[src/rtl/matmul_4x4_complex_seq.sv]
// 4x4 complex matrix multiply C = A*B built around a single time-multiplexed complex MAC (64 cycles per result).
// Optional macro CMAC_3MULT_EN: build the complex multiply from three real multipliers instead of four.
module matmul_4x4_complex_seq #(
  parameter int w = 4
) (
  input  logic                  clk,
  input  logic                  rst,
  input  logic signed [w-1:0]   A_real [0:3][0:3],
  input  logic signed [w-1:0]   A_imag [0:3][0:3],
  input  logic signed [w-1:0]   B_real [0:3][0:3],
  input  logic signed [w-1:0]   B_imag [0:3][0:3],
  input  logic                  in_valid,
  output logic                  in_ready,
  output logic signed [2*w+2:0] C_real [0:3][0:3],
  output logic signed [2*w+2:0] C_imag [0:3][0:3],
  output logic                  out_valid,
  input  logic                  out_ready,
  output logic                  busy
);
  localparam int AW = 2*w+3;

  typedef enum logic [1:0] {IDLE, COMPUTE, DONE} state_t;

  state_t               r_state, w_next;
  logic signed [w-1:0]  r_aRe [0:3][0:3];
  logic signed [w-1:0]  r_aIm [0:3][0:3];
  logic signed [w-1:0]  r_bRe [0:3][0:3];
  logic signed [w-1:0]  r_bIm [0:3][0:3];
  logic [5:0]           r_idx;
  logic signed [AW-1:0] r_accRe, r_accIm;
  logic [1:0]           w_i, w_j, w_k;
  logic signed [w-1:0]  w_a, w_b, w_c, w_d;
  logic signed [AW-1:0] w_prodRe, w_prodIm, w_sumRe, w_sumIm;
  logic                 w_accept;

  // Index layout {i,j,k}: k advances fastest, so one output element completes every 4 cycles.
  assign w_i = r_idx[5:4];
  assign w_j = r_idx[3:2];
  assign w_k = r_idx[1:0];

  assign w_a = r_aRe[w_i][w_k];
  assign w_b = r_aIm[w_i][w_k];
  assign w_c = r_bRe[w_k][w_j];
  assign w_d = r_bIm[w_k][w_j];

`ifdef CMAC_3MULT_EN
  logic signed [w:0]    w_aPb, w_dMc, w_cPd;
  logic signed [AW-1:0] w_t1, w_t2, w_t3;

  assign w_aPb = (w+1)'(w_a) + (w+1)'(w_b);
  assign w_dMc = (w+1)'(w_d) - (w+1)'(w_c);
  assign w_cPd = (w+1)'(w_c) + (w+1)'(w_d);
  assign w_t1  = AW'(w_c) * AW'(w_aPb);
  assign w_t2  = AW'(w_a) * AW'(w_dMc);
  assign w_t3  = AW'(w_b) * AW'(w_cPd);
  assign w_prodRe = w_t1 - w_t3;
  assign w_prodIm = w_t1 + w_t2;
`else
  assign w_prodRe = AW'(w_a) * AW'(w_c) - AW'(w_b) * AW'(w_d);
  assign w_prodIm = AW'(w_a) * AW'(w_d) + AW'(w_b) * AW'(w_c);
`endif

  assign w_sumRe  = r_accRe + w_prodRe;
  assign w_sumIm  = r_accIm + w_prodIm;
  assign w_accept = in_valid && (r_state == IDLE);

  assign in_ready  = (r_state == IDLE);
  assign busy      = (r_state == COMPUTE);
  assign out_valid = (r_state == DONE);

  always_comb begin
    w_next = r_state;
    case (r_state)
      IDLE:    if (in_valid)            w_next = COMPUTE;
      COMPUTE: if (r_idx == 6'd63)      w_next = DONE;
      DONE:    if (out_ready)           w_next = IDLE;
      default:                          w_next = IDLE;
    endcase
  end

  always_ff @(posedge clk) begin
    if (rst) r_state <= IDLE;
    else     r_state <= w_next;
  end

  // Operands are captured only on accept so later input changes cannot disturb a running product.
  always_ff @(posedge clk) begin
    if (w_accept) begin
      r_aRe <= A_real;
      r_aIm <= A_imag;
      r_bRe <= B_real;
      r_bIm <= B_imag;
    end
  end

  always_ff @(posedge clk) begin
    if (rst) begin
      r_idx   <= '0;
      r_accRe <= '0;
      r_accIm <= '0;
      for (int m = 0; m < 4; m++) begin
        for (int n = 0; n < 4; n++) begin
          C_real[m][n] <= '0;
          C_imag[m][n] <= '0;
        end
      end
    end else if (w_accept) begin
      r_idx   <= '0;
      r_accRe <= '0;
      r_accIm <= '0;
    end else if (r_state == COMPUTE) begin
      r_idx <= r_idx + 6'd1;
      if (w_k == 2'd3) begin
        C_real[w_i][w_j] <= w_sumRe;
        C_imag[w_i][w_j] <= w_sumIm;
        r_accRe <= '0;
        r_accIm <= '0;
      end else begin
        r_accRe <= w_sumRe;
        r_accIm <= w_sumIm;
      end
    end
  end

endmodule

[config.mk]
export PLATFORM = sky130hd
export DESIGN_NAME = matmul_4x4_complex_seq
export DESIGN_NICKNAME = d
export VERILOG_FILES = /design/src/rtl/matmul_4x4_complex_seq.sv
export SDC_FILE = /design/constraint.sdc
export NUM_CORES = 1
export LEC_CHECK = 0
export ABC_CLOCK_PERIOD_IN_PS = 17350
export CORE_AREA = 3 3 240 242
export DETAILED_ROUTE_END_ITERATION = 10
export DIE_AREA = 0 0 243 245
export PLACE_DENSITY = 0.8
export SLEW_MARGIN = 20
export SYNTH_ARGS = -nofsm -noshare
export SYNTH_HDL_FRONTEND = slang
export SYNTH_SLANG_ARGS = --single-unit
[constraint.sdc]
create_clock -name clk -period 17.35 [get_ports clk]
set_input_delay 4.3375 -clock clk [delete_from_list [all_inputs] [get_ports clk]]
set_output_delay 4.3375 -clock clk [all_outputs]
set_load 0.03 [all_outputs]
==> impl_metrics.xml <==
<?xml version="1.0" encoding="UTF-8"?>
<metrics>
  <group name="critical_path">
    <metric name="class_of_the_most_critical_setup_path" unit="">register to register</metric>
    <metric name="critPathLaunchType" unit="">register</metric>
    <metric name="setup.worst_path.end_class" unit="">register</metric>
    <metric name="critPathRequiredTime" unit="ns">17.77</metric>
    <metric name="cp.arrival" unit="ns">8.36</metric>
    <metric name="worst-path-max-fanout" unit="">35</metric>
  </group>
  <group name="cells_and_area">
    <metric name="area_growth_syn_to_layout" unit="%">33.6</metric>
    <metric name="register_area" unit="um^2">15300</metric>
    <metric name="final_layout_size_suffix_gt1_frac" unit="">0.0883</metric>
    <metric name="diodes" unit="">0</metric>
    <metric name="mostFrequentLayoutCells" unit="">sky130_fd_sc_hd__clkdlybuf4s50_1 (613), sky130_fd_sc_hd__dfxtp_1 (378), sky130_fd_sc_hd__nand2_1 (345)</metric>
    <metric name="final_net_count" unit="">3375</metric>
    <metric name="fillerInstances" unit="">4035</metric>
    <metric name="most_common_cell_after_layout_fill_and_taps_aside" unit="">sky130_fd_sc_hd__clkdlybuf4s50_1</metric>
    <metric name="multiInputGateArea" unit="um^2">10800</metric>
  </group>
  <group name="synthesis">
    <metric name="synth.yosys.seq_area_share" unit="">0.565</metric>
    <metric name="ys_ff_latch" unit="">638</metric>
    <metric name="ys_async_sr_fraction" unit="">0</metric>
    <metric name="synth-edff-count" unit="">256</metric>
    <metric name="post_synth_inst_count" unit="">2410</metric>
    <metric name="ys_warn_count" unit="">0</metric>
    <metric name="netlist-cell-type-count" unit="">61</metric>
    <metric name="syn_nets" unit="">2820</metric>
    <metric name="mappedNetlistArea" unit="um^2">27100</metric>
    <metric name="dominantRegCellSynth" unit="">sky130_fd_sc_hd__dfxtp_1</metric>
    <metric name="avg_synthesized_cell_area" unit="um^2">11.3</metric>
  </group>
  <group name="cts">
    <metric name="tritoncts" unit="">yes</metric>
    <metric name="worst_skew_pair.late_latency" unit="ns">0.61</metric>
    <metric name="cts_max_path_buffers" unit="">3</metric>
    <metric name="clock_sinks" unit="">638</metric>
    <metric name="cts-htree-levels" unit="">3</metric>
    <metric name="clk_pin_slew" unit="ns">0.06</metric>
    <metric name="ctsResizeCount" unit="">0</metric>
    <metric name="cts.root.buffer_cell" unit="">sky130_fd_sc_hd__clkbuf_16</metric>
    <metric name="postcts_setup_bufs" unit="">0</metric>
    <metric name="cts_buffers" unit="">66</metric>
    <metric name="ctsHoldBuffers" unit="">0</metric>
  </group>
  <group name="global_route">
    <metric name="wire_length_of_the_first_global_routing_pass" unit="mm">123</metric>
    <metric name="grt_antenna_before_repair" unit="">0</metric>
    <metric name="grt_pass1_vias" unit="">20600</metric>
    <metric name="grt_start_max_net_pins" unit="">156</metric>
    <metric name="globalRoute.totalOverflow" unit="">0</metric>
    <metric name="grt_usage" unit="">0.271</metric>
  </group>
  <group name="sta">
    <metric name="rsz0062_at_grt" unit="">no</metric>
    <metric name="max_slew_margin" unit="">0.260</metric>
    <metric name="timing_worst_slew_pin_value" unit="ns">1.11</metric>
    <metric name="final.setup_skew" unit="ns">0.0296</metric>
    <metric name="final_hold_viol_count" unit="">0</metric>
    <metric name="post-route-period-util" unit="">0.458</metric>
    <metric name="fmax" unit="MHz">126</metric>
    <metric name="min_clock_period_post_route" unit="ns">7.94</metric>
    <metric name="setup_viol_count_final" unit="">0</metric>
    <metric name="fin_setup_tns" unit="ns">0</metric>
    <metric name="drv_slew" unit="">0</metric>
  </group>
  <group name="detailed_routing">
    <metric name="vias" unit="">20600</metric>
    <metric name="postRouteAntennaNets" unit="">0</metric>
    <metric name="post_drt_via_cell_ratio" unit="">5.48</metric>
    <metric name="drt_iter0_drc" unit="">1588</metric>
    <metric name="drt-pass1-iter-count" unit="">5</metric>
    <metric name="routedWlPerCell" unit="um">22.0</metric>
    <metric name="drt-total-wl" unit="mm">82.7</metric>
    <metric name="remaining_drc_errors" unit="">0</metric>
  </group>
  <group name="die">
    <metric name="die_y" unit="um">245</metric>
    <metric name="rows" unit="">86</metric>
    <metric name="floorplan.initialDensity" unit="">0.490</metric>
    <metric name="total_die_area" unit="um^2">59500</metric>
    <metric name="io-pin-count" unit="">615</metric>
    <metric name="die-width" unit="um">243</metric>
    <metric name="core" unit="um^2">55300</metric>
  </group>
  <group name="flow_run">
    <metric name="drv_cap" unit="">0</metric>
  </group>
  <group name="placement">
    <metric name="port_buffers" unit="">614</metric>
    <metric name="place.detailed.hpwl" unit="mm">59.5</metric>
    <metric name="gp_routability_congestion" unit="">0.852</metric>
  </group>
  <group name="hold_path">
    <metric name="hold_path.class" unit="">register to register</metric>
  </group>
  <group name="outcome">
    <metric name="status" unit="">completed</metric>
  </group>
</metrics>
## area by class of cell
class | count | share of cell area
Clock buffer | 86 | 0.0502
Tap cell | 748 | 0.0258
Inverter | 121 | 0.0125
Timing Repair Buffer | 650 | 0.178
Clock inverter | 29 | 0.0117
Sequential cell | 638 | 0.423
Multi-Input combinational cell | 1488 | 0.298
## worst max-delay path, cell delays in order (launching register included)
cell                       delay, ns
sky130_fd_sc_hd__dfxtp_4        0.59
sky130_fd_sc_hd__buf_4          0.61
sky130_fd_sc_hd__mux4_2         0.60
sky130_fd_sc_hd__mux4_2         0.61
sky130_fd_sc_hd__and2_1         0.35
sky130_fd_sc_hd__inv_1          0.14
sky130_fd_sc_hd__fa_1           0.42
sky130_fd_sc_hd__inv_1          0.09
sky130_fd_sc_hd__fa_1           0.44
sky130_fd_sc_hd__fa_1           0.50
sky130_fd_sc_hd__fa_1           0.49
sky130_fd_sc_hd__inv_1          0.05
sky130_fd_sc_hd__fa_1           0.49
sky130_fd_sc_hd__inv_1          0.04
sky130_fd_sc_hd__ha_1           0.38
sky130_fd_sc_hd__and3_1         0.21
sky130_fd_sc_hd__a22o_1         0.18
sky130_fd_sc_hd__o21ai_0        0.16
sky130_fd_sc_hd__nor4b_1        0.22
sky130_fd_sc_hd__nor3b_4        0.92
sky130_fd_sc_hd__a211oi_1       0.19
## through the flow
stage	std cells	utilization	setup WS (ns)	hold slack [ns]	cell area [um^2]
finish	3760	0.655	9.41	0.454	36200
global route	3760	0.655	8.98	0.466	36200
CTS	3756	0.654	9.35	0.455	36200
detailed placement	3641	0.613	9.07	0.447	33900
global placement	3641	0.613	9.24	0.444	33900
floorplan	2410	-	5.80	0.438	27100
## logic make-up (layout without fill, tap and decap cells)
family,count (synthesis),after routing,synth area share
XOR/XNOR,35,35,0.0125
multiplexers,84,84,0.0644
buffers and inverters,284,886,0.0436
AND/OR/NAND/NOR,794,794,0.121
flip-flops,638,638,0.565
adder cells (fa/ha/maj),150,150,0.0938
AO/OA/AOI/OAI,425,425,0.0989
## per-layer routing
| metal | global-route usage | wire length (um) | up-vias | share of wire |
|---|---|---|---|---|
| li1 | - | - | 9393 | - |
| met1 | 0.338 | 32000 | 10000 | 0.39 |
| met2 | 0.463 | 40500 | 1036 | 0.49 |
| met3 | 0.0497 | 6720 | 182 | 0.081 |
| met4 | 0.119 | 3520 | 0 | 0.043 |
| met5 | 0 | 0 | - | 0 |
## state kept, by name, indices dropped and copies added, names as in the netlist, 6 cells and up
name / flops
C_imag: 176
C_real: 176
r_aIm: 64
r_aRe: 64
r_accIm: 11
r_accRe: 11
r_bIm: 64
r_bRe: 64
r_idx: 6
## final timing paths
path              slack, ns                   start  depth (start not counted)                       to
setup reg to reg       9.41   r_idx[0]$_SDFFE_PP0P_                         20  C_imag[31]$_SDFFE_PP0P_
hold reg to reg        0.45  C_imag[1]$_SDFFE_PP0P_                          2   C_imag[1]$_SDFFE_PP0P_
setup / recovery       9.41   r_idx[0]$_SDFFE_PP0P_                         20  C_imag[31]$_SDFFE_PP0P_
hold / removal         0.45  C_imag[1]$_SDFFE_PP0P_                          2   C_imag[1]$_SDFFE_PP0P_
## cell usage after synthesis, types with 9 or more instances
library cell               number  area, um^2
sky130_fd_sc_hd__clkbuf_1     111         417
sky130_fd_sc_hd__xnor2_1       25         219
sky130_fd_sc_hd__buf_2         32         160
sky130_fd_sc_hd__nand2_1      345        1290
sky130_fd_sc_hd__nor3b_1       16         120
sky130_fd_sc_hd__a21oi_1      237        1190
sky130_fd_sc_hd__buf_1          9        33.8
sky130_fd_sc_hd__inv_1        120         450
sky130_fd_sc_hd__ha_1          61         763
sky130_fd_sc_hd__mux4_2        65        1460
sky130_fd_sc_hd__a211o_1       11        96.3
sky130_fd_sc_hd__fa_1          89        1780
sky130_fd_sc_hd__edfxtp_1     256        7690
sky130_fd_sc_hd__nor2b_1       12        75.1
sky130_fd_sc_hd__nor2_1       332        1250
sky130_fd_sc_hd__o21ai_0        9        45.0
sky130_fd_sc_hd__mux2i_1        9        90.1
sky130_fd_sc_hd__a211oi_2       9         113
sky130_fd_sc_hd__nor3_1        21         105
sky130_fd_sc_hd__a211oi_1     124         931
sky130_fd_sc_hd__dfxtp_1      382        7650
sky130_fd_sc_hd__and2_1        14        87.6
Power is left out: the tool's default activity adds up to more than one toggle a clock period on the data nets, which glitch-free logic cannot reach.
